`src/rtl/led_pattern_sequencer.sv`:
```
// Debounced run/dir/speed buttons drive an IDLE/RUN/PAUSE FSM that steps a 2-bit Gray LED pattern.
// Button press reaches the outputs DEB_CYC+3 cycles after the raw edge; one step per BASE_DIV>>speed cycles.
module led_pattern_sequencer #(
    parameter int BASE_DIV = 12_500_000,
    parameter int DEB_CYC  = 1_000_000
) (
    input  logic       clk,
    input  logic       rst,
    input  logic       btn_run,
    input  logic       btn_dir,
    input  logic       btn_speed,
    output logic [1:0] led,
    output logic       running,
    output logic       dir,
    output logic [1:0] speed,
    output logic       step_tick
);
    localparam int DW = $clog2(BASE_DIV);
    localparam int CW = $clog2(DEB_CYC + 1);
    localparam logic [DW-1:0] LAST0 = DW'(BASE_DIV - 1);
    localparam logic [CW-1:0] DEB_N = CW'(DEB_CYC);

    localparam logic [1:0] ST_IDLE  = 2'd0;
    localparam logic [1:0] ST_RUN   = 2'd1;
    localparam logic [1:0] ST_PAUSE = 2'd2;

    // Button lanes: bit 0 = run, bit 1 = dir, bit 2 = speed.
    logic [2:0]    btn_raw;
    logic [2:0]    sync1_q, sync2_q;
    logic [2:0]    last_q, last_d;
    logic [2:0]    stable_q, stable_d;
    logic [2:0]    press_q, press_d;
    logic [CW-1:0] cnt_q [3];
    logic [CW-1:0] cnt_d [3];

    assign btn_raw = {btn_speed, btn_dir, btn_run};

    always_comb begin
        last_d   = sync2_q;
        stable_d = stable_q;
        for (int i = 0; i < 3; i++) begin
            cnt_d[i] = cnt_q[i];
            if (sync2_q[i] != last_q[i]) begin
                cnt_d[i] = CW'(1);
            end else if (cnt_q[i] != DEB_N) begin
                cnt_d[i] = cnt_q[i] + CW'(1);
            end
            if (cnt_d[i] == DEB_N) begin
                stable_d[i] = sync2_q[i];
            end
        end
        press_d = stable_d & ~stable_q;
    end

    always_ff @(posedge clk) begin
        if (rst) begin
            sync1_q  <= '0;
            sync2_q  <= '0;
            last_q   <= '0;
            stable_q <= '0;
            press_q  <= '0;
            cnt_q    <= '{default: '0};
        end else begin
            sync1_q  <= btn_raw;
            sync2_q  <= sync1_q;
            last_q   <= last_d;
            stable_q <= stable_d;
            press_q  <= press_d;
            cnt_q    <= cnt_d;
        end
    end

    logic [1:0]    state_q, state_d;
    logic [1:0]    led_q, led_d;
    logic [1:0]    speed_q, speed_d;
    logic          dir_q, dir_d;
    logic [DW-1:0] div_q, div_d;
    logic [DW-1:0] last_cnt;
    logic          run_ev, dir_ev, spd_ev, term;

    assign run_ev = press_q[0];
    assign dir_ev = press_q[1];
    assign spd_ev = press_q[2];

    // BASE_DIV is a multiple of 8, so (BASE_DIV-1)>>s equals (BASE_DIV>>s)-1 for every speed.
    assign last_cnt = LAST0 >> speed_q;
    assign term     = (state_q == ST_RUN) && (div_q == last_cnt);

    function automatic logic [1:0] next_led(input logic [1:0] cur, input logic rev);
        logic [1:0] nxt;
        nxt = 2'b00;
        case (cur)
            2'b00:   nxt = rev ? 2'b01 : 2'b10;
            2'b10:   nxt = rev ? 2'b00 : 2'b11;
            2'b11:   nxt = rev ? 2'b10 : 2'b01;
            default: nxt = rev ? 2'b11 : 2'b00;
        endcase
        return nxt;
    endfunction

    always_comb begin
        state_d = state_q;
        led_d   = led_q;
        speed_d = speed_q;
        dir_d   = dir_q;
        div_d   = div_q;
        if (state_q == ST_RUN) begin
            div_d = term ? '0 : div_q + DW'(1);
        end
        // A run press on the terminal count pauses instead of stepping.
        if (term && !run_ev) begin
            led_d = next_led(led_q, dir_q);
        end
        if (spd_ev) begin
            speed_d = speed_q + 2'd1;
            div_d   = '0;
        end
        if (dir_ev) begin
            dir_d = ~dir_q;
        end
        if (run_ev) begin
            state_d = (state_q == ST_RUN) ? ST_PAUSE : ST_RUN;
        end
    end

    always_ff @(posedge clk) begin
        if (rst) begin
            state_q <= ST_IDLE;
            led_q   <= 2'b00;
            speed_q <= 2'd0;
            dir_q   <= 1'b0;
            div_q   <= '0;
        end else begin
            state_q <= state_d;
            led_q   <= led_d;
            speed_q <= speed_d;
            dir_q   <= dir_d;
            div_q   <= div_d;
        end
    end

    assign led       = led_q;
    assign running   = (state_q == ST_RUN);
    assign dir       = dir_q;
    assign speed     = speed_q;
    assign step_tick = term && !run_ev && !rst;

endmodule

```
`config.mk`:
```
export PLATFORM = sky130hd
export DESIGN_NAME = led_pattern_sequencer
export DESIGN_NICKNAME = d
export VERILOG_FILES = /design/src/rtl/led_pattern_sequencer.sv
export SDC_FILE = /design/constraint.sdc
export NUM_CORES = 1
export LEC_CHECK = 0
export ABC_AREA = 1
export CORE_MARGIN = 10
export CORE_UTILIZATION = 57
export CTS_CLUSTER_DIAMETER = 40
export DETAILED_ROUTE_END_ITERATION = 8
export GPL_TIMING_DRIVEN = 0
export PLACE_DENSITY = 0.78
export SYNTH_ARGS = -nofsm -noshare
export SYNTH_HDL_FRONTEND = slang
export SYNTH_SLANG_ARGS = --single-unit
```
`constraint.sdc`:
```
create_clock -name clk -period 1.9 [get_ports clk]
set_input_delay 0.285 -clock clk [delete_from_list [all_inputs] [get_ports clk]]
set_output_delay 0.285 -clock clk [all_outputs]
set_load 0.02 [all_outputs]
```
After elaboration in Yosys (flattened, before gate mapping)
Cells that the tools add are included.

word-level totals
  bits in registers = 106
  bits in latches = 0
  bits in writable memories = 0
  memory bits (read-only) = 0
  bits of input ports = 5
  output and inout port bits = 7
  word-level logic and storage cells = 58
  memories = 0

cells by class
  add/sub/neg operators = 5
  multipliers = 0
  div/mod/pow operators = 0
  order comparisons = 0
  eq/ne operators = 13
  shifts and indexed selects = 1
  muxes and demuxes = 16
  bitwise operators = 3
  reductions and logical operators = 7

operators by type and width
  cell                                                                   number
  20-bit two-way mux                                                     6
  20-bit by 1-bit adder with 20-bit output (second input constant)       3
  20-bit == test (second input constant)                                 3
  20-bit inequality test (second input constant)                         3
  24-bit by 1-bit adder with 24-bit output (second input constant)       1
  24-bit == test                                                         1
  24-bit two-way mux                                                     1
  24-bit by 2-bit right shift with 24-bit output (first input constant)  1
  2-bit two-way mux                                                      5
  2-bit case mux with 3 select lines                                     1
  2-bit == test (second input constant)                                  2
  3-bit AND                                                              1
  1-bit logical AND                                                      3
  1-bit two-way mux                                                      3
  1-bit inequality test                                                  3
  3-bit inverter                                                         1
  2-bit by 1-bit adder with 2-bit output (second input constant)         1
  2-bit by 1-bit == test with 1-bit output (second input constant)       1
  1-bit zero test                                                        2
  2-bit zero test                                                        1
  2-bit OR reduction                                                     1
  1-bit inverter                                                         1

Longest topological paths before layout
Gate-level depths: netlist (run 1).

  depth after elaboration = 6
  gate-level depth with buffers = 16
  gate-level depth less buffers = 16

Worst setup path after synthesis (run 1)
Ideal clock, no wire load.

  path type = reg2out
  start = register speed_q[0] (netlist: speed[0])
  end = output step_tick
  arrival = 2.060 ns
  required time = 1.615 ns
  path slack = -0.445 ns
  cell stages (with the launch flop) = 10
  path buffers = 0
  cell sequence = dfxtp_1 > inv_1 > ha_1 > nor2_1 > inv_1 > o21ai_0 > o21ai_0 > nor3b_1 > nand4_1 > nor3_1

between the ends
  longest elaborated chain between the ends = 5

ends and longest elaborated chain
  what                                            line  text
  start, declared                                 75    logic [1:0] speed_q, speed_d;
  start signal, assigned                          136   speed_q <= speed_d;
  24-bit by 2-bit right shift with 24-bit output  86    assign last_cnt = LAST0 >> speed_q;
  24-bit == test                                  87    assign term = (state_q == ST_RUN) && (div_q == last_cnt);
  1-bit logical AND                               87
  1-bit logical AND (2 in a row)                  146   assign step_tick = term && !run_ev && !rst;
  end, declared                                   16    output logic step_tick

Every way passes these cells.

Worst setup path after layout (run 1)
  start = register speed_q[1] (netlist: speed[1])
  end = output step_tick

Same word-level chain as after synthesis.

==> results of run 1 <==
==> kinds of logic (layout without fill, tap and decap cells) <==
logic type	after synthesis	in the layout	synth area share (%)
fa+ha+maj	12	12	2.283
flops	106	106	32.27
simple gates	697	697	46.47
xor+xnor	35	35	5.005
buf+inv	164	227	9.648
compound gates	53	53	4.320
==> registers in the layout, indices dropped and copies added, names as in the netlist <==
| name | count |
|---|---|
| sync1_q | 3 |
| led | 2 |
| state_q | 2 |
| speed | 2 |
| div_q | 24 |
| last_q | 3 |
| last_d | 3 |
| stable_q | 3 |
| press_q | 3 |
| dir | 1 |
| cnt_q | 60 |
==> metal layers <==
metal	routed length [microns]	track usage (%)	vias to the layer above
met5	0	0	-
met4	303	5.693	0
li1	-	-	3495
met1	7930	26.50	3138
met2	8461	32.88	234
met3	1000	3.970	35
==> cells in the final DEF (no fill, tap or decap), types with 4 or more instances in the layout <==
| master | count |
|---|---|
| ha_4 | 9 |
| nor3b_1 | 4 |
| inv_2 | 12 |
| dfxtp_4 | 9 |
| o21ai_0 | 17 |
| o21ai_1 | 5 |
| nor2_4 | 14 |
| nor2_1 | 215 |
| a21oi_1 | 15 |
| xor2_1 | 24 |
| xnor2_1 | 6 |
| dfxtp_2 | 22 |
| nand4_1 | 43 |
| nand3_1 | 80 |
| buf_6 | 4 |
| inv_1 | 132 |
| nand3_2 | 8 |
| clkdlybuf4s50_1 | 9 |
| buf_4 | 34 |
| dfxtp_1 | 75 |
| clkbuf_1 | 7 |
| nand2_2 | 18 |
| nand2_1 | 235 |
| nor3_1 | 29 |
| o21ai_2 | 5 |
| clkbuf_16 | 11 |
| nor2_2 | 32 |
==> how the worst min path moves through the flow <==
stage / startpoint / end / slack [ps] / cells past startpoint
6_report: sync1_q[0] / last_d[0] / 400 / 2
5_1_grt: sync1_q[0] / last_d[0] / 410 / 2
4_1_cts: sync1_q[0] / last_d[0] / 410 / 2
3_5_place_dp: sync1_q[0] / last_d[0] / 400 / 2
3_3_place_gp: sync1_q[1] / last_d[1] / 400 / 2
2_1_floorplan: sync1_q[0] / last_d[0] / 390 / 2
==> timing repair <==
| item | CTS | global route |
|---|---|---|
| hold buffers | 0 | 0 |
| endpoints found under the hold margin | 0 | 0 |
| gates resized for setup | 67 | 106 |
| pin swaps | 17 | 59 |
| endpoints found under the setup margin | 31 | 30 |
| buffers inserted | 12 | 24 |
| cloned | 0 | 2 |
==> metrics by stage <==
stage	setup WS (ps)	TNS, ps	area, sq um	utilization (%)
6_report	-439.6	-698.0	8059	70.88
5_1_grt	-563.5	-3713	8059	70.88
4_1_cts	-419.5	-425.7	7493	65.91
3_5_place_dp	-954.4	-12140	6905	60.74
3_3_place_gp	-950.7	-11150	6905	60.74
2_1_floorplan	2.764	0	6616	-
==> cell type report <==
| type | count | area (sq um) | share of cell area, % |
|---|---|---|---|
| tap | 143 | 178.9 | 2.220 |
| inverter | 149 | 576.8 | 7.157 |
| sequential | 106 | 2183 | 27.09 |
| clock buffer | 12 | 246.5 | 3.059 |
| buffer | 14 | 93.84 | 1.164 |
| timing repair buffer | 49 | 441.7 | 5.481 |
| clock inverter | 3 | 65.06 | 0.8073 |
| multi-input combinational | 797 | 4273 | 53.02 |
==> critical path: stages (launching register included) <==
cell	delay, ps
dfxtp_4	420
buf_6	120
ha_4	170
nor2_1	70
a21oi_1	110
nand4_1	110
a211oi_2	160
nand4_1	210
nor3_4	190
buf_6	140
==> power by group <==
group	internal (W)	total, W	switching (W)
clock	0.00118	0.00202	0.000833
sequential	0.00224	0.00228	0.0000388
combinational	0.000129	0.000323	0.000194
==> out/metrics.yaml, run 1 <==
clk_pin_slew_ps: 70
synth.top_cell.area_share_pct: 32.27
cap_violations: 0
drc: 0
vias_per_cell: 5.422
syn_area_sq_um: 6575
clock-sinks: 106
status: "finished with violations"
start_util_pct: 57.83
ys_seq_area_share_pct: 32.27
die_w_microns: 127.4
critPathKind: "reg -> out"
async_reset_ff_share_pct: 0
avgSynthCellArea_sq_um: 6.162
ys_seq_elements: 106
yosysWarnings: 0
drt_wl_total_mm: 17.70
maxSlewViolCount: 0
finalNonFillerCells: 1273
fin_hold_ws_ps: 397.6
worstSetupStartpoint: "speed[1]"
power_density_nw_per_um2: 573.1
rr_worst_depth: 12
clockBufferDepth: 2
netlist_top_cells_count: "nand2_1 (250), nor2_1 (245), inv_1 (143), dfxtp_1 (106), nand3_1 (84)"
ir_drop_v: 0.0007803
hold_violations: 0
ys_types: 34
h-tree-depth: 3
gp_congestion: 0.9515
nets: 1143
max_slew_margin_pct: 64.06
synth_edf_count: 0
track_usage_pct: 20.19
drtIter0Drc: 655
rsz0062_at_grt: "yes"
setup_ws_ps: -439.6
grt_pass1_wl_mm: 27.60
synth_area_leaders: "dfxtp_1 (32%), nand2_1 (14%), nor2_1 (14%)"
synthToLayoutAreaGrowth_pct: 22.57
max_freq_ghz: 0.4274
period_needed_ps: 2340
port-buffer-count: 11
regToRegSetupSlack_ps: -60
r2r_start: "speed[1]"
place_inst: 1221
fin_skew_ps: 5.557
wl_per_cell_microns: 13.90
cts_tree: "done"
antenna_left: 0
cp-start-kind: "register"
antenna_cells: 0
grt_overflow: 0
tightestPinTransition_ps: 539.0
numCtsBuffers: 9
dieArea_sq_um: 16230
violations: "setup timing"
synthesis.instances: 1067
synth.most_common_cell: "nand2_1"
fin_crit_sh_pct: 123.1
drive_gt1_share_pct: 19.29
critPathCaptureType: "output port"
crit_fanout: 6
num_io_pins: 12
vias: 6902
crit_end: "step_tick"
required_ps: 1620
yosysTopAreaCell: "dfxtp_1"
firstDrtPassIters: 5
grt_max_degree: 17
synth_ff_type: "dfxtp_1"
cts_root_buffer: "clkbuf_16"
dp.final_hpwl_mm: 12.29
power_leakage_nw: 3.203
fp.dieH_microns: 127.4
hp-class: "reg -> reg"
setup_viol: 12
design.core.area_sq_um: 11370
fillers: 939
syn-num-nets: 1084
finalPower_w: 0.004618
grt_pass1_vias: 5936
worstReg2RegEnd: "led[1]"
antenna_found_initial: 0
clkLatencyLatePin_ps: 360
row_count: 39
worstPathArrival_ps: 2050
Note: power is estimated with default switching activity, not from simulation.
==> inputs of run 2 (changes only) <==
--- a/config.mk
+++ b/config.mk
@@ -6,12 +6,14 @@
 export NUM_CORES = 1
 export LEC_CHECK = 0
 export ABC_AREA = 1
+export ABC_CLOCK_PERIOD_IN_PS = 1900
 export CORE_MARGIN = 10
 export CORE_UTILIZATION = 57
 export CTS_CLUSTER_DIAMETER = 40
 export DETAILED_ROUTE_END_ITERATION = 8
 export GPL_TIMING_DRIVEN = 0
 export PLACE_DENSITY = 0.78
+export REMOVE_ABC_BUFFERS = 1
 export SYNTH_ARGS = -nofsm -noshare
 export SYNTH_HDL_FRONTEND = slang
 export SYNTH_SLANG_ARGS = --single-unit
==> run 2 against run 1 <==
Highest routed layer unchanged. Critical path type unchanged. Critical endpoint unchanged. Sequential power about the same. Die area unchanged. The flow still finishes with violations (setup timing). Combinational power down 2%.
==> out/metrics.yaml, run 2 (same netlist as run 1, synthesis figures left out) <==
rsz0062_at_grt: "yes"
postCtsHoldBufs: 0  # unchanged
clockBufferDepth: 2  # unchanged
cts_root_buffer: "clkbuf_16"
antenna_found_initial: 0  # unchanged
drc: 0  # unchanged
h-tree-depth: 3  # unchanged
max_freq_ghz: 0.4293  # +0.44%
power_leakage_nw: 3.275  # +2.2%
regArea_sq_um: 2192  # +0.40%
grt_max_degree: 36  # +19
fillers: 904  # -3.7%
clk_pin_slew_ps: 70  # about the same
required_ps: 1620  # about the same
largest_reg_flops: 60  # unchanged
crit_path_top_delay_cell: "dfxtp_4"
tightestPinTransition_ps: 674.9  # +135.9 ps
maxSlewViolCount: 0  # unchanged
clock-sinks: 106  # unchanged
critPathCaptureType: "output port"
grt_pass1_wl_mm: 28.41  # +2.9%
fin_skew_ps: 7.655  # +2.099 ps
post-place-ws_ps: -1002  # -47.78 ps
period_needed_ps: 2329  # -10.23 ps
worstPathArrival_ps: 2040  # about the same
track_usage_pct: 20.73  # +0.55 points
wl_per_cell_microns: 14.59  # +5.0%
cp-start-kind: "register"
crit_fanout: 4  # -2
clkLatencyLatePin_ps: 360  # about the same
crit_family: "simple AND/OR/NAND/NOR gates"
row_count: 39  # unchanged
numCtsBuffers: 9  # unchanged
antenna_left: 0  # unchanged
status: "finished with violations"
drtIter0Drc: 840  # +28%
nets: 1145  # +0.17%
multi_input_area_sq_um: 4400  # +3.0%
port-buffer-count: 11  # unchanged
registers.top_by_ff_count: "cnt_q"
dieArea_sq_um: 16230  # unchanged
cp_cell_sequence: "buf_6, ha_4, xor2_2, nand2_1, a211oi_2, nand4_1, nor3_2, buf_4"
start_util_pct: 57.83  # unchanged
final_common_cell: "nand2_1"
max_slew_margin_pct: 54.96  # -9.1 points
finalPower_w: 0.004553  # -1.4%
firstDrtPassIters: 6  # +1
fin_crit_sh_pct: 122.6  # -0.54 points
critPathKind: "reg -> out"
antenna_cells: 0  # unchanged
power_density_nw_per_um2: 557.4  # -2.7%
fp.dieH_microns: 127.4  # unchanged
grt_overflow: 0  # unchanged
vias_per_cell: 5.493  # +1.3%
setup_tns_ps: -832.3  # -134.3 ps
hold_violations: 0  # unchanged
num_io_pins: 12  # unchanged
vias: 7009  # +1.6%
reg.largest.list: "cnt_q (60), div_q (24)"
drt_wl_total_mm: 18.62  # +5.2%
cts_tree: "done"
dp.final_hpwl_mm: 11.62  # -5.4%
die_w_microns: 127.4  # unchanged
fin_hold_ws_ps: 412.0  # +14.40 ps
final_area_sq_um: 8169  # +1.4%
drive_gt1_share_pct: 21.62  # +2.3 points
violations: "setup timing"
postPlaceCellArea_sq_um: 6804  # -1.5%
setup_ws_ps: -429.3  # +10.23 ps
synthToLayoutAreaGrowth_pct: 24.24
layout_common_cells: "nand2_1 (235), nor2_1 (210), inv_1 (132)"
grt_pass1_vias: 6177  # +4.1%
cap_violations: 0  # unchanged
design.core.area_sq_um: 11370  # unchanged
ir_drop_v: 0.0006648  # -15%
path_buf_inv: 2  # unchanged
gp_congestion: 0.9181  # -3.5%
max_stage_delay_ps: 390  # -30 ps
hp-class: "reg -> reg"
setup_viol: 7  # -5
[run 2: what timing repair did]
item	in CTS	in global routing
resized for setup	92	117
endpoints found under the hold margin	0	0
pin swaps	32	51
endpoints found under the setup margin	34	35
buffers inserted	29	21
cloned	1	2
[run 2: worst paths after layout]
path	from	endpoint	slack [ps]	cells after the start
setup / recovery	speed[1]	step_tick	-430	8
hold / removal	sync1_q[2]	last_d[2]	410	2
setup reg to reg	speed[1]	led[0]	-170	12
hold reg to reg	sync1_q[2]	last_d[2]	410	2
[run 2: cell type report]
cell class              count  share of cell area, %
clock buffers              10                  2.925
clock inverters             6                 0.7964
inverters                 149                  7.000
multi-input cells         800                  53.87
flip-flops and latches    106                  26.83
well taps                 143                  2.190
repair buffers             62                  6.387
[run 2: worst min-delay path, delay by kind of cell, from the launching register on]
kind                   cells  cell delay [ps]
and+or+nand+nor            1               30
buffers and inverters      1               40
DFF                        1              300
[run 2: metrics by stage]
step / util (%) / instances
5_1_grt: 71.85 / 1276
2_1_floorplan: - / 1052
6_report: 71.85 / 1276
4_1_cts: 67.02 / 1253
3_3_place_gp: 59.71 / 1206
3_5_place_dp: 59.84 / 1207
[run 2: power by group]
part	leakage, nW	total, W	internal [W]	switching, W
clock	0.149	0.00196	0.00106	0.000895
combinational	2.25	0.000317	0.000123	0.000194
sequential	0.876	0.00228	0.00224	0.0000422
[run 2: per-layer routing]
metal	track usage, %	vias up	routed length, microns	part of all wire (%)
met4	7.368	0	612	3.3
met5	0	-	0	0
li1	-	3494	-	-
met2	33.85	281	8895	48
met3	4.260	68	1325	7.1
met1	26.49	3166	7787	42
==> inputs of run 3 (changes only) <==
--- a/config.mk
+++ b/config.mk
@@ -6,8 +6,8 @@
 export NUM_CORES = 1
 export LEC_CHECK = 0
 export ABC_AREA = 1
-export ABC_CLOCK_PERIOD_IN_PS = 1900
-export CORE_MARGIN = 10
+export ABC_CLOCK_PERIOD_IN_PS = 2000
+export CORE_ASPECT_RATIO = 0.75
 export CORE_UTILIZATION = 57
 export CTS_CLUSTER_DIAMETER = 40
 export DETAILED_ROUTE_END_ITERATION = 8
==> constraint.sdc (replaced) <==
create_clock -name clk -period 2 [get_ports clk]
set_input_delay 0.3 -clock clk [delete_from_list [all_inputs] [get_ports clk]]
set_output_delay 0.3 -clock clk [all_outputs]
set_load 0.02 [all_outputs]
==> run 3 against run 2 <==
The flow still finishes with violations (setup timing). Non-clock buffer count decreased by 19. First-iteration DRC count decreased by 8.3%. Utilization decreased by 1.1 points. Count of clock-buffer cells in the layout decreased by 1. Routed wire length decreased by 4.7%. Global-route usage increased by 7.9 points. Register-to-register slack improved by 130 ps. Critical path depth increased by 1. Combinational power decreased by 9.5%. Setup slack got worse by 81 ps. Clock skew decreased by 2.7 ps. Via count decreased by 1.1%. Critical path type unchanged. Largest power group unchanged.
==> out/metrics.yaml, run 3 (same netlist as run 1, synthesis figures left out) <==
cp-start-kind: "register"
design.core.area_sq_um: 11070  # -2.7%
start_util_pct: 59.42  # +1.6 points
vias_per_cell: 5.534  # +0.75%
die_w_microns: 126.0  # -1.1%
antenna_cells: 0  # unchanged
maxSlewViolCount: 0  # unchanged
top_layer: "met4"
fp.dieH_microns: 95.02  # -25%
grt_max_degree: 36  # unchanged
ir_drop_v: 0.0004539  # -32%
postPlaceCellArea_sq_um: 6800  # about the same
registers.top_by_ff_count: "cnt_q"
final_area_sq_um: 7830  # -4.2%
dp.final_hpwl_mm: 11.68  # +0.49%
setup_tns_ps: -606.1  # +226.1 ps
rsz0062_at_grt: "yes"
vias: 6934  # -1.1%
clk_pin_slew_ps: 70  # about the same
grt_pass1_wl_mm: 27.77  # -2.3%
worstPathArrival_ps: 2210  # +170 ps
nets: 1125  # -1.7%
setup_ws_ps: -509.9  # -80.57 ps
numCtsBuffers: 9  # unchanged
fin_util_pct: 70.76  # -1.1 points
antenna_left: 0  # unchanged
dr_wl_met3_mm: 1.228  # -7.3%
finalPower_w: 0.004283  # -5.9%
drc: 0  # unchanged
fin_crit_sh_pct: 125.5
crit_path_top_delay_cell: "dfxtp_4"
num_io_pins: 12  # unchanged
antenna_found_initial: 0  # unchanged
rr_worst_depth: 12  # unchanged
drt_wl_total_mm: 17.75  # -4.7%
fin_skew_ps: 4.920  # -2.735 ps
cap_violations: 0  # unchanged
period_needed_ps: 2510
postCtsHoldBufs: 0  # unchanged
row_count: 33  # -15%
cts_root_buffer: "clkbuf_16"
clockBufferDepth: 2  # unchanged
layout_common_cells: "nand2_1 (238), nor2_1 (216), inv_1 (135)"
critPathKind: "reg -> out"
path_buf_inv: 2  # unchanged
dr_wl_met2_mm: 7.935  # -11%
port-buffer-count: 11  # unchanged
critPathCaptureType: "output port"
max_freq_ghz: 0.3984
crit_family: "simple AND/OR/NAND/NOR gates"
firstDrtPassIters: 7  # +1
cts_tree: "done"
max_slew_margin_pct: 50.91  # -4.0 points
tightestPinTransition_ps: 733.7  # +58.72 ps
max_stage_delay_ps: 410  # +20 ps
drtIter0Drc: 770  # -8.3%
reg.largest.list: "cnt_q (60), div_q (24)"
crit_fanout: 6  # +2
fin_hold_ws_ps: 407.5  # -4.516 ps
setup_viol: 4  # -3
grt_pass1_vias: 5973  # -3.3%
h-tree-depth: 3  # unchanged
clock-sinks: 106  # unchanged
worstReg2RegEnd: "led[0]"
track_usage_pct: 28.65  # +7.9 points
hp-class: "reg -> reg"
violations: "setup timing"
hold_violations: 0  # unchanged
synthToLayoutAreaGrowth_pct: 19.09
cp_common_cell: "nand4_1"
largest_reg_flops: 60  # unchanged
crit_end: "step_tick"
wl_per_cell_microns: 14.17  # -2.9%
power_density_nw_per_um2: 547.0  # -1.9%
worstSetupStartpoint: "speed[1]"
r2r_start: "speed[1]"
regToRegSetupSlack_ps: -40  # +130 ps
drive_gt1_share_pct: 17.52  # -4.1 points
gp_congestion: 0.9468  # +3.1%
cp_cell_sequence: "buf_6, ha_4, nor2_2, a21oi_1, nand4_1, a211oi_2, nand4_1, nor3_2, buf_4"
dieArea_sq_um: 11970  # -26%
clkLatencyLatePin_ps: 350  # about the same
power_leakage_nw: 3.107  # -5.1%
required_ps: 1700  # +80 ps
status: "finished with violations"
met1_length_mm: 8.322  # +6.9%
grt_overflow: 0  # unchanged
final_common_cell: "nand2_1"
worst-path-stages: 9  # +1
==> run 3: tightest hold or removal path: cells and delay by family (launching register included) <==
kind	cells	cell delay [ps]
buf+inv	1	40
simple gates	1	30
flops	1	300
==> run 3: metal layers <==
metal  track usage, %  up-vias
met5                0        -
met4            7.329        0
met3            5.387       37
met2            45.58      274
met1            39.99     3169
li1                 -     3454
==> run 3: repair_timing <==
| item | 4_1_cts | 5_1_grt |
|---|---|---|
| setup endpoints to repair | 34 | 33 |
| cloned | 1 | 1 |
| resized for setup | 52 | 106 |
| buffers inserted | 16 | 19 |
| pin swaps | 12 | 49 |
==> run 3: how the worst min path moves through the flow <==
| stage | start | endpoint | depth (start not counted) |
|---|---|---|---|
| final | sync1_q[2] | last_d[2] | 2 |
| after global routing | sync1_q[2] | last_d[2] | 2 |
| after CTS | sync1_q[2] | last_d[2] | 2 |
| after detailed placement | sync1_q[2] | last_d[2] | 2 |
| after global placement | sync1_q[1] | last_d[1] | 2 |
| after floorplan | rst | cnt_q[12] | 1 |
==> run 3: final cells by class <==
class,instances,area (sq um)
Sequential cell,106,2185
Timing Repair Buffer,43,365.4
Inverter,149,569.3
Multi-Input combinational cell,799,4234
Fill cell,926,3236
Clock inverter,7,76.32
Clock buffer,9,225.2
Tap cell,140,175.2
==> run 3: where the power goes <==
part | switching (W) | total, W | internal [W]
Combinational | 0.000178 | 0.000287 | 0.000110
Clock | 0.000844 | 0.00183 | 0.000986
Sequential | 0.0000382 | 0.00217 | 0.00213
==> run 3: metrics by stage <==
stage                     setup slack [ps]  std cells
after floorplan                     -360.1       1052
after global placement               -1861       1203
after detailed placement            -997.8       1204
after CTS                           -433.0       1237
after global routing                -542.4       1253
final                               -509.9       1253
